<file path="src/rtl/fc_fixed_pkg.sv">
// -----------------------------------------------------------------------------
// fc_fixed_pkg
// Shared definitions for the FC fixed-point datapath.
//   FC_N / FC_FRAC    : Q-format width and fractional bit count (Q5.10)
//   FC_QMAX / FC_QMIN : saturation limits of the 16-bit Q format
//   div_state_t       : control states of the sequential divider
// -----------------------------------------------------------------------------
package fc_fixed_pkg;

   localparam int          FC_N    = 16;
   localparam int          FC_FRAC = 10;
   localparam logic [15:0] FC_QMAX = 16'h7FFF;
   localparam logic [15:0] FC_QMIN = 16'h8000;

   typedef enum logic [1:0] {
      IDLE = 2'd0,
      RUN  = 2'd1,
      FIX  = 2'd2,
      DONE = 2'd3
   } div_state_t;

endpackage : fc_fixed_pkg

</file>
<file path="src/rtl/fixed_point_divider_if.sv">
// -----------------------------------------------------------------------------
// fixed_point_divider_if
// Start/finish handshake and operand/result bus of the fixed-point divider.
//   enable      : start request (master -> divider)
//   dividend    : signed Q-format numerator (master -> divider)
//   divisor     : signed Q-format denominator (master -> divider)
//   quotient    : signed Q-format result (divider -> master)
//   finish      : result valid (divider -> master)
//   busy        : division in progress (divider -> master)
//   div_by_zero : result came from a zero divisor (divider -> master)
// -----------------------------------------------------------------------------
interface fixed_point_divider_if #(
   parameter int N = 16
) ();

   logic         enable;
   logic [N-1:0] dividend;
   logic [N-1:0] divisor;
   logic [N-1:0] quotient;
   logic         finish;
   logic         busy;
   logic         div_by_zero;

   modport master (
      output enable, dividend, divisor,
      input  quotient, finish, busy, div_by_zero
   );

   modport slave (
      input  enable, dividend, divisor,
      output quotient, finish, busy, div_by_zero
   );

endinterface : fixed_point_divider_if

</file>
<file path="src/rtl/fixed_div_finalize.sv">
// -----------------------------------------------------------------------------
// fixed_div_finalize
// Combinational result stage: optional rounding, sign application and
// saturation of the unsigned quotient magnitude to the signed N-bit Q format.
// Build option: FIXED_DIV_ROUND_EN selects round-half-away-from-zero;
// otherwise the magnitude is truncated (toward zero).
//   mag_i      : unsigned quotient magnitude, N+FRAC bits
//   rem_i      : final partial remainder, N bits
//   den_i      : divisor magnitude, N bits
//   sign_i     : 1 when the result is negative
//   quotient_o : signed, saturated N-bit quotient
// -----------------------------------------------------------------------------
module fixed_div_finalize
   import fc_fixed_pkg::*;
#(
   parameter int N    = FC_N,
   parameter int FRAC = FC_FRAC
) (
   input  logic [N+FRAC-1:0] mag_i,
   input  logic [N-1:0]      rem_i,
   input  logic [N-1:0]      den_i,
   input  logic              sign_i,
   output logic [N-1:0]      quotient_o
);

   localparam int MW = N + FRAC;

   // Largest positive magnitude and largest negative magnitude, one bit wider
   // than the magnitude so a rounding carry is never lost.
   localparam logic [MW:0] POS_LIM_C = (MW+1)'((64'd1 << (N-1)) - 64'd1);
   localparam logic [MW:0] NEG_LIM_C = (MW+1)'(64'd1 << (N-1));
   localparam logic [N-1:0] QMAX_C   = {1'b0, {(N-1){1'b1}}};
   localparam logic [N-1:0] QMIN_C   = {1'b1, {(N-1){1'b0}}};

   logic [MW:0] mag_rnd_s;

`ifdef FIXED_DIV_ROUND_EN
   logic round_up_s;

   // Round half away from zero: bump the magnitude when the leftover is at
   // least half the divisor; the sign is applied afterwards.
   always_comb begin
      round_up_s = ({rem_i, 1'b0} >= {1'b0, den_i});
      mag_rnd_s  = {1'b0, mag_i} + {{MW{1'b0}}, round_up_s};
   end
`else
   logic unused_s;

   // Truncation: the remainder and divisor play no part in the result.
   always_comb begin
      unused_s  = ^{rem_i, den_i};
      mag_rnd_s = {1'b0, mag_i};
   end
`endif

   // Apply sign and clamp to the representable range.
   always_comb begin
      quotient_o = {N{1'b0}};
      if (sign_i) begin
         if (mag_rnd_s > NEG_LIM_C) begin
            quotient_o = QMIN_C;
         end else begin
            quotient_o = ~mag_rnd_s[N-1:0] + {{(N-1){1'b0}}, 1'b1};
         end
      end else begin
         if (mag_rnd_s > POS_LIM_C) begin
            quotient_o = QMAX_C;
         end else begin
            quotient_o = mag_rnd_s[N-1:0];
         end
      end
   end

endmodule : fixed_div_finalize

</file>
<file path="src/rtl/fixed_point_divider.sv">
// -----------------------------------------------------------------------------
// fixed_point_divider
// Sequential signed Q-format divider: restoring division on magnitudes, one
// quotient bit per clock, N+FRAC iterations, then one finalize cycle.
// Build option: FIXED_DIV_ROUND_EN enables round-half-away-from-zero in the
// finalize stage (latency unchanged).
//   clk    : rising-edge clock
//   reset  : asynchronous active-low reset
//   div_if : slave side of the divider bus (enable/dividend/divisor in,
//            quotient/finish/busy/div_by_zero out, all outputs registered)
// -----------------------------------------------------------------------------
module fixed_point_divider
   import fc_fixed_pkg::*;
#(
   parameter int N    = FC_N,
   parameter int FRAC = FC_FRAC
) (
   input  logic                  clk,
   input  logic                  reset,
   fixed_point_divider_if.slave  div_if
);

   localparam int MW = N + FRAC;
   localparam int CW = $clog2(MW);
   localparam logic [CW-1:0] LAST_C = CW'(MW - 1);
   localparam logic [N-1:0]  QMAX_C = {1'b0, {(N-1){1'b1}}};
   localparam logic [N-1:0]  QMIN_C = {1'b1, {(N-1){1'b0}}};

   // Two's-complement magnitude; the most negative value maps to 2^(N-1),
   // which still fits as an unsigned N-bit number.
   function automatic logic [N-1:0] mag_of(input logic [N-1:0] v);
      if (v[N-1]) begin
         mag_of = ~v + {{(N-1){1'b0}}, 1'b1};
      end else begin
         mag_of = v;
      end
   endfunction

   div_state_t    state_q, state_d;
   logic [CW-1:0] cnt_q, cnt_d;
   logic [MW-1:0] num_q, num_d;     // numerator bits shift out, quotient bits shift in
   logic [N-1:0]  rem_q, rem_d;
   logic [N-1:0]  den_q, den_d;
   logic          sign_q, sign_d;
   logic          dz_pend_q, dz_pend_d;
   logic [N-1:0]  quot_q, quot_d;
   logic          fin_q, fin_d;
   logic          busy_q, busy_d;
   logic          dbz_q, dbz_d;

   logic [N:0]    shift_s;
   logic [N:0]    diff_s;
   logic          qbit_s;
   logic [N-1:0]  final_s;

   fixed_div_finalize #(
      .N    (N),
      .FRAC (FRAC)
   ) u_finalize (
      .mag_i      (num_q),
      .rem_i      (rem_q),
      .den_i      (den_q),
      .sign_i     (sign_q),
      .quotient_o (final_s)
   );

   // Trial subtraction for one restoring step. The remainder is always below
   // the divisor magnitude, so the shifted value fits in N+1 bits and bit N of
   // the difference is a valid borrow/sign indicator.
   always_comb begin
      shift_s = {rem_q, num_q[MW-1]};
      diff_s  = shift_s - {1'b0, den_q};
      qbit_s  = ~diff_s[N];
   end

   // Next-state and output logic.
   always_comb begin
      state_d   = state_q;
      cnt_d     = cnt_q;
      num_d     = num_q;
      rem_d     = rem_q;
      den_d     = den_q;
      sign_d    = sign_q;
      dz_pend_d = dz_pend_q;
      quot_d    = quot_q;
      fin_d     = fin_q;
      busy_d    = busy_q;
      dbz_d     = dbz_q;
      case (state_q)
         IDLE, DONE: begin
            if (dz_pend_q) begin
               // Second cycle of a zero-divisor start: publish the saturated
               // result. A start request here is not taken so the flagged
               // result is always seen for at least one cycle.
               dz_pend_d = 1'b0;
               fin_d     = 1'b1;
               dbz_d     = 1'b1;
               quot_d    = sign_q ? QMIN_C : QMAX_C;
            end else if (div_if.enable) begin
               fin_d  = 1'b0;
               dbz_d  = 1'b0;
               sign_d = div_if.dividend[N-1] ^ div_if.divisor[N-1];
               num_d  = {mag_of(div_if.dividend), {FRAC{1'b0}}};
               den_d  = mag_of(div_if.divisor);
               rem_d  = {N{1'b0}};
               cnt_d  = {CW{1'b0}};
               if (div_if.divisor == {N{1'b0}}) begin
                  state_d   = DONE;
                  dz_pend_d = 1'b1;
                  busy_d    = 1'b0;
               end else begin
                  state_d = RUN;
                  busy_d  = 1'b1;
               end
            end else begin
               state_d = state_q;
            end
         end
         RUN: begin
            num_d = {num_q[MW-2:0], qbit_s};
            rem_d = qbit_s ? diff_s[N-1:0] : shift_s[N-1:0];
            if (cnt_q == LAST_C) begin
               cnt_d   = {CW{1'b0}};
               state_d = FIX;
            end else begin
               cnt_d = cnt_q + {{(CW-1){1'b0}}, 1'b1};
            end
         end
         FIX: begin
            quot_d  = final_s;
            fin_d   = 1'b1;
            busy_d  = 1'b0;
            state_d = DONE;
         end
         default: begin
            state_d   = IDLE;
            dz_pend_d = 1'b0;
            fin_d     = 1'b0;
            busy_d    = 1'b0;
            dbz_d     = 1'b0;
         end
      endcase
   end

   // State and datapath registers.
   always_ff @(posedge clk or negedge reset) begin
      if (!reset) begin
         state_q   <= IDLE;
         cnt_q     <= {CW{1'b0}};
         num_q     <= {MW{1'b0}};
         rem_q     <= {N{1'b0}};
         den_q     <= {N{1'b0}};
         sign_q    <= 1'b0;
         dz_pend_q <= 1'b0;
         quot_q    <= {N{1'b0}};
         fin_q     <= 1'b0;
         busy_q    <= 1'b0;
         dbz_q     <= 1'b0;
      end else begin
         state_q   <= state_d;
         cnt_q     <= cnt_d;
         num_q     <= num_d;
         rem_q     <= rem_d;
         den_q     <= den_d;
         sign_q    <= sign_d;
         dz_pend_q <= dz_pend_d;
         quot_q    <= quot_d;
         fin_q     <= fin_d;
         busy_q    <= busy_d;
         dbz_q     <= dbz_d;
      end
   end

   assign div_if.quotient    = quot_q;
   assign div_if.finish      = fin_q;
   assign div_if.busy        = busy_q;
   assign div_if.div_by_zero = dbz_q;

endmodule : fixed_point_divider

</file>
<file path="src/flat_wrapper.sv">
// flat-port wrapper written by rule: the top's interface ports become plain ports
module fixed_point_divider_flat import fc_fixed_pkg::*;
#(
   parameter int N    = FC_N,
   parameter int FRAC = FC_FRAC
)
  (clk, reset, div_if_enable, div_if_dividend, div_if_divisor, div_if_quotient, div_if_finish, div_if_busy, div_if_div_by_zero);
  fixed_point_divider_if #(.N(N)) div_if_i ();
  input  logic clk;
  input  logic reset;
  input wire logic [$bits(div_if_i.enable)-1:0] div_if_enable;
  input wire logic [$bits(div_if_i.dividend)-1:0] div_if_dividend;
  input wire logic [$bits(div_if_i.divisor)-1:0] div_if_divisor;
  output wire logic [$bits(div_if_i.quotient)-1:0] div_if_quotient;
  output wire logic [$bits(div_if_i.finish)-1:0] div_if_finish;
  output wire logic [$bits(div_if_i.busy)-1:0] div_if_busy;
  output wire logic [$bits(div_if_i.div_by_zero)-1:0] div_if_div_by_zero;
  assign div_if_i.enable = div_if_enable;
  assign div_if_i.dividend = div_if_dividend;
  assign div_if_i.divisor = div_if_divisor;
  assign div_if_quotient = div_if_i.quotient;
  assign div_if_finish = div_if_i.finish;
  assign div_if_busy = div_if_i.busy;
  assign div_if_div_by_zero = div_if_i.div_by_zero;
  fixed_point_divider #(.N(N), .FRAC(FRAC)) u_core (.clk(clk), .reset(reset), .div_if(div_if_i));
endmodule
</file>
<file path="config.mk">
export PLATFORM = sky130hd
export DESIGN_NAME = fixed_point_divider_flat
export DESIGN_NICKNAME = d
export VERILOG_FILES = /design/src/rtl/fc_fixed_pkg.sv /design/src/rtl/fixed_point_divider_if.sv /design/src/rtl/fixed_div_finalize.sv /design/src/rtl/fixed_point_divider.sv /design/src/flat_wrapper.sv
export SDC_FILE = /design/constraint.sdc
export NUM_CORES = 1
export LEC_CHECK = 0
export ABC_AREA = 1
export BUFFER_PORTS_ARGS = -buffer_cell sky130_fd_sc_hd__buf_2
export CAP_MARGIN = 20
export CORE_ASPECT_RATIO = 0.9
export CORE_MARGIN = 5
export CORE_UTILIZATION = 60
export CTS_CLUSTER_DIAMETER = 120
export DETAILED_ROUTE_END_ITERATION = 7
export PLACE_DENSITY_LB_ADDON = 0.12
export SYNTH_ARGS = -nofsm -noshare
export SYNTH_HDL_FRONTEND = slang
export SYNTH_SLANG_ARGS = --single-unit
</file>
<file path="constraint.sdc">
create_clock -name clk -period 2.8 [get_ports clk]
set_input_delay 0.14 -clock clk [delete_from_list [all_inputs] [get_ports clk]]
set_output_delay 0.14 -clock clk [all_outputs]
set_load 0.02 [all_outputs]
</file>
==> flow_metrics.py, run 1 <==
metrics = {
    "status": {
        "status": "finished, final reports clean",
    },
    "critical_path": {
        "worstRegToRegCells": 14,
        "r2r_start": "u_core.num_q[25]$_DFFE_PN0P_",
        "required_ns": 3.03,
        "critPathKind": "reg -> reg",
        "start_kind": "flop",
        "end_kind": "flop",
        "r2r-end": "u_core.rem_q[14]$_DFFE_PN0P_",
        "crit_path_max_fanout": 12,
        "reg2reg_slack_ns": 0.43,
        "arrival_ns": 2.60,
    },
    "pwr": {
        "p_per_area_mw_per_mm2": 1140,
        "p_leak_uw": 0.00380,
        "power_uw": 7910,
        "vdd_drop_max_v": 0.000751,
    },
    "synthesis": {
        "yosysSeqAreaShare": 0.342,
        "synth_fp_nets": 1007,
        "ys_seq_elements": 86,
        "synth_largest_area_cell": "dfrtp_1",
        "syn_area_per_cell_um2": 6.64,
        "synthFlopType": "dfrtp_1",
        "synth_warnings": 0,
        "postSynthCellCount": 947,
        "syn_area_mm2": 0.00629,
        "synthTopCellsByArea": "dfrtp_1 34%, nand2_1 17%, nand3_1 8.6%",
        "yosysTopAreaCellShare": 0.342,
        "yosysUniqueCellTypes": 41,
        "synth_enable_flop_cells": 0,
        "synthArstFlopShare": 1.00,
    },
    "layout": {
        "drive_above_1_share": 0.101,
        "n_antenna_cell": 0,
        "syn_to_final_growth_pct": 10.3,
        "layout_commonest_cell": "nand2_1",
        "finish.net_count": 1053,
        "layout_common_cells": "284 x nand2_1, 135 x inv_1, 108 x nand3_1, 86 x dfrtp_1, 66 x nor2_1",
    },
    "grt": {
        "grt_pass1_wl_um": 26900,
        "grt_pass1_vias": 5558,
        "gr-usage-all-layers": 0.258,
        "antenna_found_initial": 1,
        "overflow": 0,
        "grt_max_degree": 61,
    },
    "routing": {
        "vias": 6074,
        "drt_wl_total_um": 15800,
        "drt-pass1-iter-count": 5,
        "routedWlPerCell_um": 14.0,
        "routed_via_density": 5.39,
        "drc": 0,
        "ant_nets": 0,
        "first_iter_violations": 594,
    },
    "timing": {
        "setup_viol": 0,
        "period_needed_ns": 2.37,
        "hold_violations": 0,
        "fmax_mhz": 422,
        "drv_slew": 0,
        "fin_crit_sh": 0.847,
        "relSlewSlack": 0.483,
        "setup_tns_ns": 0,
        "worst_pin_slew_ns": 0.776,
        "skew_ns": 0.00614,
        "rsz0062_at_grt": "no",
    },
    "clock_network": {
        "clock_sinks": 86,
        "h-tree-depth": 3,
        "root_buffer": "clkbuf_16",
        "cts.clk_slew.worst_paths_ns": 0.06,
        "clk_latency_ns": 0.34,
        "clockBufferDepth": 2,
        "cts_buffers": 9,
        "cts.repair.resized": 0,
        "tritoncts": "done",
        "ctsHoldBuffers": 1,
        "post_cts_buffers": 0,
    },
    "die": {
        "die_area_mm2": 0.0126,
        "ios": 54,
        "core_area_mm2": 0.0102,
        "die_w_um": 118,
        "num_rows": 35,
        "start_util": 0.614,
        "die_y_um": 107,
    },
    "placement": {
        "gp_congestion": 0.957,
        "io_buffer_count": 53,
        "dpl.hpwl_um": 12100,
    },
    "hold_path": {
        "hold_path.class": "in -> reg",
        "holdPathStages": 3,
        "min_to": "u_core.num_q[10]$_DFFE_PN0P_",
        "worstHoldStart": "div_if_dividend[0]",
    },
    "flow_run": {
        "maxCapViolations": 0,
    },
}
layout make-up:
type	count	area, um^2
multi-input cells	690	3460
fillers	969	3310
clock inverters	4	48.8
inverters	142	533
flip-flops and latches	86	2150
clock buffers	11	233
well taps	129	161
repair buffers	64	353
synth_stat cells (2+ instances only):
| cell type | number |
|---|---|
| o31ai_1 | 8 |
| clkinv_1 | 2 |
| nand2_2 | 6 |
| ha_1 | 24 |
| nand3b_1 | 4 |
| nand3_2 | 3 |
| o22ai_1 | 5 |
| nand2_1 | 284 |
| o21ai_0 | 63 |
| nor2_2 | 4 |
| a21oi_1 | 41 |
| buf_2 | 11 |
| dfrtp_1 | 86 |
| xnor2_1 | 7 |
| buf_4 | 2 |
| clkbuf_1 | 11 |
| buf_6 | 3 |
| inv_1 | 135 |
| nand3_1 | 108 |
| xor2_1 | 15 |
| and2_1 | 4 |
| nor3_1 | 9 |
| inv_2 | 5 |
| buf_1 | 2 |
| nand4_1 | 18 |
| nand2_4 | 3 |
| nor2_1 | 66 |
| o211ai_1 | 5 |
layer usage:
metal	track usage	up-vias	wire length, um
li1	-	3132	-
met1	0.390	2744	7820
met2	0.384	182	6830
met3	0.0475	14	985
met4	0.0565	2	167
met5	0	-	7
critical path, cell delays in order, from the launching register on:
cell and delay (ns):
dfrtp_1 0.39, inv_1 0.10, ha_1 0.15, inv_1 0.07, fa_1 0.44, nand2_1 0.10, nand2_1 0.07, nand3_1 0.10
nand2_2 0.07, nand2_2 0.11, nand3_2 0.22, nand2_4 0.23, nand2_1 0.08, nand3_1 0.08, nand2_1 0.05
sequential cells by signal, indices dropped and copies added (netlist names):
| register | flops |
|---|---|
| u_core.div_if.div_by_zero | 1 |
| u_core.rem_q | 16 |
| u_core.state_q | 2 |
| u_core.div_if.finish | 1 |
| u_core.dz_pend_q | 1 |
| u_core.sign_q | 1 |
| u_core.div_if.busy | 1 |
| u_core.cnt_q | 5 |
| u_core.div_if.quotient | 16 |
| u_core.num_q | 26 |
| u_core.den_q | 16 |
power by group:
| group | internal (uW) | leakage (uW) | switching, uW |
|---|---|---|---|
| registers | 1710 | 0.00110 | 369 |
| clock network | 685 | 0.000139 | 471 |
| logic | 1560 | 0.00256 | 3120 |
| total | 3950 | 0.00380 | 3960 |
worst max path at each step:
stage	start	endpoint
floorplan	u_core.num_q[25]$_DFFE_PN0P_	u_core.rem_q[14]$_DFFE_PN0P_
detailed placement	u_core.num_q[25]$_DFFE_PN0P_	u_core.rem_q[12]$_DFFE_PN0P_
global placement	u_core.num_q[25]$_DFFE_PN0P_	u_core.rem_q[13]$_DFFE_PN0P_
global route	u_core.num_q[25]$_DFFE_PN0P_	u_core.rem_q[15]$_DFFE_PN0P_
finish	u_core.num_q[25]$_DFFE_PN0P_	u_core.rem_q[14]$_DFFE_PN0P_
CTS	u_core.num_q[25]$_DFFE_PN0P_	u_core.rem_q[14]$_DFFE_PN0P_
cell families (layout without fill, tap and decap cells):
group	Yosys count	in the layout	synth area share
AO/OA/AOI/OAI	131	131	0.115
buffers and inverters	171	221	0.109
AND/OR/NAND/NOR	512	512	0.352
XOR/XNOR	22	22	0.0306
adder cells (fa/ha/maj)	25	25	0.0509
flip-flops	86	86	0.342
per-stage QoR:
| stage | utilization | instance area [um^2] | std cells | setup slack [ns] | hold WS (ns) |
|---|---|---|---|---|---|
| final | 0.677 | 6940 | 1126 | 0.429 | 0.0835 |
| after global routing | 0.677 | 6940 | 1126 | 0.201 | 0.104 |
| after CTS | 0.677 | 6940 | 1126 | 0.448 | 0.0735 |
| after detailed placement | 0.649 | 6650 | 1110 | 0.464 | 0.271 |
| after global placement | 0.649 | 6650 | 1110 | 0.519 | 0.262 |
| after floorplan | - | 6290 | 947 | 0.787 | -0.156 |
No activity file was read; power rests on OpenSTA's default activity.
==> run 2: changes to the inputs <==
--- a/config.mk
+++ b/config.mk
@@ -10,7 +10,7 @@
 export CAP_MARGIN = 20
 export CORE_ASPECT_RATIO = 0.9
 export CORE_MARGIN = 5
-export CORE_UTILIZATION = 60
+export CORE_UTILIZATION = 55
 export CTS_CLUSTER_DIAMETER = 120
 export DETAILED_ROUTE_END_ITERATION = 7
 export PLACE_DENSITY_LB_ADDON = 0.12
==> constraint.sdc (replaced) <==
create_clock -name clk -period 2.14 [get_ports clk]
set_input_delay 0.107 -clock clk [delete_from_list [all_inputs] [get_ports clk]]
set_output_delay 0.107 -clock clk [all_outputs]
set_load 0.02 [all_outputs]
==> run 2 against run 1 <==
Worst setup slack worse by 0.32 ns. Core utilization shrank 2.4 points. Sequential share of layout area is 1.8 points lower. Non-clock buffer count is 22 higher. Critical path depth unchanged. Sequential power is 31% higher. Clock-buffer cell count up 1. Critical path type unchanged. Largest power group unchanged.
==> flow_metrics.py, run 2 (synthesis gave the netlist of run 1 again) <==
metrics = {
    "layout": {
        "drive_above_1_share": 0.142,
        "design_area_mm2": 0.00737,
        "n_antenna_cell": 0,
        "finish.net_count": 1077,
        "top_register": "u_core.num_q",
        "largest_reg_flops": 26,
        "layout_common_cells": "281 x nand2_1, 132 x inv_1, 105 x nand3_1, 86 x dfrtp_1, 66 x nor2_1",
        "layout_commonest_cell": "nand2_1",
        "syn_to_final_growth_pct": 17.2,
    },
    "grt": {
        "grt_use_met1": 0.388,
        "overflow": 0,
        "gr-usage-all-layers": 0.252,
        "busiest_layer": "met1",
        "grtUsageMet3": 0.0589,
        "grt_pass1_wl_um": 27700,
        "grt_max_degree": 57,
        "antenna_found_initial": 0,
        "grt_pass1_vias": 5639,
        "grtUsageMet2": 0.356,
    },
    "critical_path": {
        "crit_chain": "inv_2 -> ha_1 -> inv_1 -> fa_2 -> nand2_2 -> nand2_2 -> nand3_2 -> nand2_2 -> nand2_4 -> nand3_4 -> clkbuf_16 -> nand3_1 -> nand3_1 -> nand2_1",
        "end_kind": "flop",
        "crit_path_top_delay_cell": "dfrtp_1",
        "worstRegToRegCells": 14,
        "critPathKind": "reg -> reg",
        "crit_path_max_fanout": 5,
        "cpMostUsedCell": "nand2_2",
        "arrival_ns": 2.32,
        "required_ns": 2.43,
        "slowest_delay_ns": 0.39,
        "crit_cells": 14,
        "start_kind": "flop",
        "reg2reg_slack_ns": 0.11,
        "critPathBufInv": 3,
        "path_delay_family": "simple AND/OR/NAND/NOR gates",
    },
    "timing": {
        "setup_viol": 0,
        "fmax_mhz": 492,
        "drv_slew": 0,
        "period_needed_ns": 2.03,
        "skew_ns": 0.00707,
        "hold_violations": 0,
        "worst_slack_ns": 0.108,
        "fin_crit_sh": 0.949,
        "worst_pin_slew_ns": 0.618,
        "relSlewSlack": 0.588,
    },
    "placement": {
        "pre_cts_ws_ns": 0.0373,
        "dpl.hpwl_um": 12800,
        "postPlaceCellArea_mm2": 0.00683,
        "io_buffer_count": 53,
        "gp_congestion": 0.952,
    },
    "clock_network": {
        "cts.clk_slew.worst_paths_ns": 0.07,
        "clk_latency_ns": 0.35,
        "clock_sinks": 86,
        "h-tree-depth": 3,
        "root_buffer": "clkbuf_16",
        "tritoncts": "done",
        "clockBufferDepth": 2,
        "cts_buffers": 9,
    },
    "hold_path": {
        "hold_path.class": "in -> reg",
        "holdPathStages": 3,
    },
    "routing": {
        "drc": 0,
        "first_iter_violations": 506,
        "ant_nets": 0,
        "drt-pass1-iter-count": 7,
        "routedWlPerCell_um": 14.5,
        "drt_wl_total_um": 17100,
        "vias": 6302,
        "routed_via_density": 5.35,
    },
    "die": {
        "num_rows": 37,
        "die_y_um": 111,
        "start_util": 0.557,
        "die_w_um": 123,
        "die_area_mm2": 0.0137,
        "core_area_mm2": 0.0113,
        "ios": 54,
    },
    "pwr": {
        "p_per_area_mw_per_mm2": 1540,
        "vdd_drop_max_v": 0.00102,
        "p_leak_uw": 0.00397,
        "power_uw": 11400,
    },
    "flow_run": {
        "maxCapViolations": 0,
    },
    "status": {
        "status": "finished, final reports clean",
    },
}
-- run 2: worst paths after layout --
path	start	end
setup / recovery	u_core.num_q[25]$_DFFE_PN0P_	u_core.rem_q[11]$_DFFE_PN0P_
hold / removal	div_if_dividend[0]	u_core.num_q[10]$_DFFE_PN0P_
setup reg to reg	u_core.num_q[25]$_DFFE_PN0P_	u_core.rem_q[11]$_DFFE_PN0P_
hold reg to reg	u_core.div_if.div_by_zero$_DFFE_PN0P_	u_core.div_if.div_by_zero$_DFFE_PN0P_
max in group asynchronous	reset	u_core.num_q[5]$_DFFE_PN0P_
min in group asynchronous	reset	u_core.den_q[6]$_DFFE_PN0P_
-- run 2: what timing repair did --
action / 4_1_cts / 5_1_grt
resized for setup: 0 / 30
hold buffers: 1 / 0
endpoints found under the setup margin: 0 / 47
buffers inserted: 0 / 4
endpoints found under the hold margin: 30 / 0
-- run 2: worst min-delay path: cells and delay by family --
family,cells,cell delay (ns)
AO/OA/AOI/OAI,2,0.15
buffers and inverters,1,0.09
-- run 2: layer usage --
layer | vias up | part of all wire
li1 | 3187 | -
met1 | 2866 | 0.49
met2 | 233 | 0.42
met3 | 16 | 0.085
met4 | 0 | 0.012
met5 | - | 0
-- run 2: through the flow --
| stage | TNS (ns) | cells | hold slack (ns) | util |
|---|---|---|---|---|
| 6_report | 0 | 1177 | 0.0465 | 0.653 |
| 5_1_grt | -0.0497 | 1177 | 0.0735 | 0.653 |
| 4_1_cts | 0 | 1170 | 0.0372 | 0.633 |
| 3_5_place_dp | 0 | 1154 | 0.0720 | 0.605 |
| 3_3_place_gp | 0 | 1154 | 0.0648 | 0.605 |
| 2_1_floorplan | 0 | 947 | -0.189 | - |
-- run 2: cell type report --
class	count	area, um^2
sequential	86	2150
inverter	142	539
multi-input combinational	692	3600
clock inverter	3	42.5
tap	156	195
fill	1094	3920
clock buffer	12	267
timing repair buffer	86	581
-- run 2: power breakdown --
group          internal [uW]  switching [uW]
logic                   2540            4460
registers               2230             476
clock network            992             659
total                   5760            5600
